--- src/rtl/spi_mem_controller.sv ---
// Transaction sequencer for the SPI memory datapath: decodes one command byte
// (7-bit address + R/W) and one data byte, and strobes the datapath registers.
module spi_mem_controller (
   input  logic       clk,
   input  logic       reset,
   input  logic       cs_cond,
   input  logic       sclk_pos,
   input  logic       sclk_neg,
   input  logic [7:0] sr_par_out,
   output logic       addr_we,
   output logic       sr_we,
   output logic       dm_we,
   output logic       miso_buf,
   output logic       txn_done,
   output logic       txn_abort,
   output logic       rw_flag,
   output logic [2:0] state,
   output logic [3:0] bit_count
);

   localparam logic [2:0] IDLE        = 3'd0;
   localparam logic [2:0] GET_ADDR    = 3'd1;
   localparam logic [2:0] LATCH_ADDR  = 3'd2;
   localparam logic [2:0] READ_LOAD   = 3'd3;
   localparam logic [2:0] READ_SHIFT  = 3'd4;
   localparam logic [2:0] WRITE_SHIFT = 3'd5;
   localparam logic [2:0] WRITE_MEM   = 3'd6;
   localparam logic [2:0] DONE        = 3'd7;

   logic [3:0] count_inc;
   logic       cs_abort;
   logic       unused_inputs;

   // The falling-edge strobe and address bits only matter to the datapath.
   assign unused_inputs = ^{sclk_neg, sr_par_out[7:1]};

   assign count_inc = (bit_count == 4'd8) ? 4'd8 : bit_count + 4'd1;
   assign cs_abort  = cs_cond && (state != IDLE) && (state != DONE);

   always_ff @(posedge clk or posedge reset) begin
      if (reset) begin
         state     <= IDLE;
         bit_count <= 4'd0;
         rw_flag   <= 1'b0;
         txn_done  <= 1'b0;
         txn_abort <= 1'b0;
      end else begin
         txn_done  <= 1'b0;
         txn_abort <= 1'b0;
         // Chip select wins over any same-cycle SCLK strobe.
         if (cs_abort) begin
            state     <= IDLE;
            bit_count <= 4'd0;
            txn_abort <= 1'b1;
         end else begin
            case (state)
               IDLE: begin
                  if (!cs_cond) begin
                     state     <= GET_ADDR;
                     bit_count <= 4'd0;
                  end
               end
               GET_ADDR: begin
                  if (sclk_pos) begin
                     bit_count <= count_inc;
                     if (count_inc == 4'd8) state <= LATCH_ADDR;
                  end
               end
               LATCH_ADDR: begin
                  rw_flag   <= sr_par_out[0];
                  bit_count <= 4'd0;
                  state     <= sr_par_out[0] ? READ_LOAD : WRITE_SHIFT;
               end
               READ_LOAD: state <= READ_SHIFT;
               READ_SHIFT: begin
                  if (sclk_pos) begin
                     bit_count <= count_inc;
                     if (count_inc == 4'd8) begin
                        state    <= DONE;
                        txn_done <= 1'b1;
                     end
                  end
               end
               WRITE_SHIFT: begin
                  if (sclk_pos) begin
                     bit_count <= count_inc;
                     if (count_inc == 4'd8) state <= WRITE_MEM;
                  end
               end
               WRITE_MEM: begin
                  state    <= DONE;
                  txn_done <= 1'b1;
               end
               DONE: begin
                  if (cs_cond) state <= IDLE;
               end
               default: state <= IDLE;
            endcase
         end
      end
   end

   assign addr_we  = (state == LATCH_ADDR);
   assign sr_we    = (state == READ_LOAD);
   assign dm_we    = (state == WRITE_MEM);
   assign miso_buf = (state == READ_LOAD) || (state == READ_SHIFT);

endmodule

--- config.mk ---
export PLATFORM = sky130hd
export DESIGN_NAME = spi_mem_controller
export DESIGN_NICKNAME = d
export VERILOG_FILES = /design/src/rtl/spi_mem_controller.sv
export SDC_FILE = /design/constraint.sdc
export NUM_CORES = 1
export LEC_CHECK = 0
export CAP_MARGIN = 25
export CELL_PAD_IN_SITES_DETAIL_PLACEMENT = 0
export CELL_PAD_IN_SITES_GLOBAL_PLACEMENT = 1
export CORE_AREA = 2 2 40 45
export CTS_CLUSTER_DIAMETER = 60
export DETAILED_ROUTE_END_ITERATION = 8
export DIE_AREA = 0 0 42 47
export DONT_BUFFER_PORTS = 1
export PLACE_DENSITY = 0.78
export SYNTH_ARGS = -nofsm -noshare
export SYNTH_HDL_FRONTEND = slang
export SYNTH_SLANG_ARGS = --single-unit
export TNS_END_PERCENT = 1
--- constraint.sdc ---
create_clock -name clk -period 3.21 [get_ports clk]
set_input_delay 0.642 -clock clk [delete_from_list [all_inputs] [get_ports clk]]
set_output_delay 0.642 -clock clk [all_outputs]
set_load 0.05 [all_outputs]
Word-level counts from Yosys, hierarchy flattened
Index checks and enable logic that the tools add are counted.

operators by class
  magnitude comparators = 0
  mux-type cells = 21
  bitwise gates (word level) = 1
  shifts and indexed selects = 0
  multiply operators = 0
  equality and inequality tests = 19
  divide/modulo/power cells = 0
  reduce and logical (&&, ||, !) cells = 10
  $add $sub $neg = 1

operators with widths
  operator             number
  $mux 3               10
  $ne 3x3->1 const B   9
  $pmux 3 s8           1
  $mux 4               4
  $eq 3x3->1 const B   4
  $pmux 4 s3           1
  $eq 4x4->1 const B   2
  $reduce_and 8->1     1
  $eq 3x2->1 const B   2
  $add 4x1->4 const B  1
  $mux 1               4
  $reduce_bool 4->1    1
  $eq 3x1->1 const B   1
  $logic_not 3->1      1
  $ne 3x1->1 const B   1
  $reduce_and 3->1     1
  $reduce_bool 3->1    1
  $reduce_or 3->1      1
  $logic_and 1x1->1    2
  $pmux 1 s2           1
  $reduce_and 2->1     1
  $logic_or 1x1->1     1
  $not 1->1            1

word-level totals
  bits in read-only memories = 0
  word-level logic and storage cells = 57
  memories = 0
  input port bits = 13
  bits in latches = 0
  bits in writable memories = 0
  flip-flop bits (word level) = 10

Longest topological paths before layout
  word-level depth = 7
  gate-level depth with buffers = 7

Least setup slack after synthesis
Ideal clock, no wire load.

  kind = reg2out
  from = register state[0]
  to = output addr_we
  path slack = 0.638 ns
  arrival time = 1.930 ns
  cell stages (with the launch flop) = 3
  path through = dfrtp_1 buf_4 nor3_1

on the way
  word-level cells in the longest chain between the ends = 1

RTL lines
  element                 line  text
  start, declared         17    output logic [2:0] state,
  start signal, assigned  72    state <= sr_par_out[0] ? READ_LOAD : WRITE_SHIFT;
  $eq 3x2->1              103   assign addr_we = (state == LATCH_ADDR);
  end, declared           10    output logic addr_we,

Every way passes these cells.

Worst setup path in the final report
  from = register state[1]
  to = output addr_we

Same word-level chain as after synthesis.

==> results by group <==
Layout
  – Fin util: 47.0%
  – Layout cells sized above 1: approximately 17%
  – # diodes: 0
  – Number of fill cells: between 100 and 150
  – Area grow syn2layout: 11.3%
  – Non-Filler Instances: 94
  – Reg area: about 250 sq um
  – Area occupied by multi-input gates: ~350 sq um
  – Fin nets: 93
  – Final Cell Area: 714 sq um

Logic synthesis
  – Number of synthesized flops with an enable pin: 0
  – Synthesis warning total: 0
  – Mapped cell area: around 640 sq um
  – Post-Synthesis Cells: 72
  – Ys flop type: dfrtp_1
  – Post-synthesis sequential area ratio: between 30% and 40%
  – Syn Nets: slightly below 90
  – Syn Area/Cell: about 9 sq um
  – Ys async rst share: 100%
  – Cell variety after synth: 32
  – FF+latch count, synth: 10

Die
  – IO Count: 27
  – Die H: 47 um
  – Die width: about 42 um
  – FP Rows: 15
  – Initial Util: between 40% and 50%
  – Full die area: approximately 2000 sq um
  – Core area: approximately 1500 sq um

Routing
  – DR WL/cell: approximately 14 um
  – Routed Antenna Nets: 0
  – Total DRC errors in the routed layout: 0
  – Drt total wl: ~1300 um
  – Vias/cell: 5.57
  – First-iteration detailed-routing DRC count: 6
  – Total number of vias: 524
  – First-pass iteration count of the detailed router: 4

Placement
  – Placer Congestion: about 0.75
  – Hpwl dp: ~960 um
  – Place WS: approximately 0.98 ns
  – Placed cell areas: just under 700 sq um
  – Cells after DPL: 90
  – Input/output buffers: 0

STA
  – Final worst-path cycle share: ~75%
  – Final Skew: 0.00548 ns
  – RSZ-0062 raised after global routing: no
  – Final Max Tran Viols: 0
  – Slew HR: about 46%
  – Worst slew pin tran: around 0.8 ns
  – Final hold vios: 0
  – Final setup margin: between 0.7 and 0.8 ns
  – Final TNS setup: 0 ns
  – Clock period minus worst slack: 2.42 ns
  – WHS: ~0.24 ns
  – Fmax: a little over 0.4 GHz
  – Final setup viols: 0

GRT
  – Initial antenna violation count: 0
  – Largest net degree at the start of global routing: 16
  – First-pass GRT wire length: a little over 2000 um
  – Vias in the first global route: 476
  – Global route total overflow: 0
  – Gr usage total: approximately 14%

Worst setup path
  – Setup CP Type: reg -> out
  – Critical Path Fanout Max: 15
  – Crit path DAT: between 1.5 and 2 ns
  – Critical Path RT: roughly 2.6 ns
  – Setup crit end kind: output port
  – Crit start category: flip-flop

CTS
  – H-tree depth reported by CTS: 1
  – Clk Latency, worst-skew pair: 0.26 ns
  – TritonCTS clock tree: built
  – Root Buffer: clkbuf_4
  – Sink Count: 10
  – Cts bufs inserted: 3
  – Post-CTS Setup Bufs: 0
  – Reg clk slew, reported paths: ~0.070 ns
  – CTS Hold Buffers Added: 0
  – CTS Buffer Depth: 2
  – Post-CTS resize count: 0

Pwr
  – Worst IR Drop VDD: around 0.00046 V
  – Leak pwr: 0.330 nW
  – Power, Total: between 700 and 800 uW
  – Power density over the cells: around 1000 nW/um^2

Job
  – Max Cap Viol: 0

Min path
  – HP Class: in -> async

Outcome
  – Status: finished clean
## state kept, by name, summed over array words and instances, names as in the netlist
register / count
bit_count: 4
rw_flag: 1
state: 3
txn_abort: 1
txn_done: 1
## per-layer routing
metal  vias to the layer above  global-route usage [%]  share of wire, %
li1                        265                       -                 -
met5                         -                       0                 0
met4                         0                    7.74              0.97
met3                         2                    4.62               7.9
met2                        15                    23.4                48
met1                       242                    16.4                43
## path summary, 6_finish.rpt
| path | start | endpoint | slack (ns) | cells after the start |
|---|---|---|---|---|
| setup / recovery | state[1] | addr_we | 0.79 | 3 |
| hold / removal | reset | txn_abort | 0.24 | 1 |
| setup reg to reg | state[2] | state[0] | 0.97 | 4 |
| hold reg to reg | state[0] | txn_done | 0.68 | 1 |
| max in group asynchronous | reset | state[1] | 2.69 | 1 |
| min in group clk | cs_cond | txn_done | 0.46 | 1 |
## synthesized netlist by cell type, types with 2 or more instances
| cell type | count | share of area (%) |
|---|---|---|
| buf_2 | 3 | 2.3 |
| nand3_1 | 4 | 3.1 |
| a21oi_1 | 3 | 2.3 |
| inv_1 | 6 | 3.5 |
| nand2_1 | 8 | 4.7 |
| mux2_4 | 2 | 4.7 |
| o31ai_1 | 3 | 3.5 |
| o21ai_0 | 2 | 1.6 |
| nand2b_1 | 2 | 1.9 |
| ha_1 | 2 | 3.9 |
| nor2_1 | 5 | 2.9 |
| dfrtp_1 | 10 | 39 |
| nor3_1 | 3 | 2.3 |
## area by class of cell
class                           count  share of cell area [%]
Inverter                            6                    3.15
Sequential cell                    10                    35.0
Multi-Input combinational cell     52                    48.5
Clock buffer                        4                    5.08
Timing Repair Buffer                5                    5.25
Tap cell                           17                    2.98
## worst max-delay path, stage by stage (launching register included)
cell     delay, ns
dfrtp_1       0.86
inv_1         0.19
nor3_1        0.23
buf_4         0.24
## power by group
part           total [mW]  switching, mW  leakage [nW]  internal, mW
Sequential          0.317          0.160         0.132         0.157
Combinational       0.320          0.194         0.177         0.126
Clock               0.112         0.0431        0.0210        0.0688
## cells by family after synthesis
family	count (synthesis)	synth area share, %
AOI/OAI and AO/OA	15	16.0
xor gates and xnor gates	2	2.73
buffers and inverters	10	7.02
and+or+nand+nor	29	23.4
DFF	10	39.0
muxes	4	7.99
adders and majority gates	2	3.90
## cells in the final DEF (no fill, tap or decap), types with 2 or more instances in the layout
cell	instances
dfrtp_1	10
nand2_1	8
inv_1	6
nor2_1	5
buf_4	5
nand3_1	4
o31ai_1	3
nor3_1	3
a21oi_1	3
clkbuf_4	3
o21ai_0	2
nand2b_1	2
mux2_4	2
ha_1	2
Power figures use the tool's default switching activity.
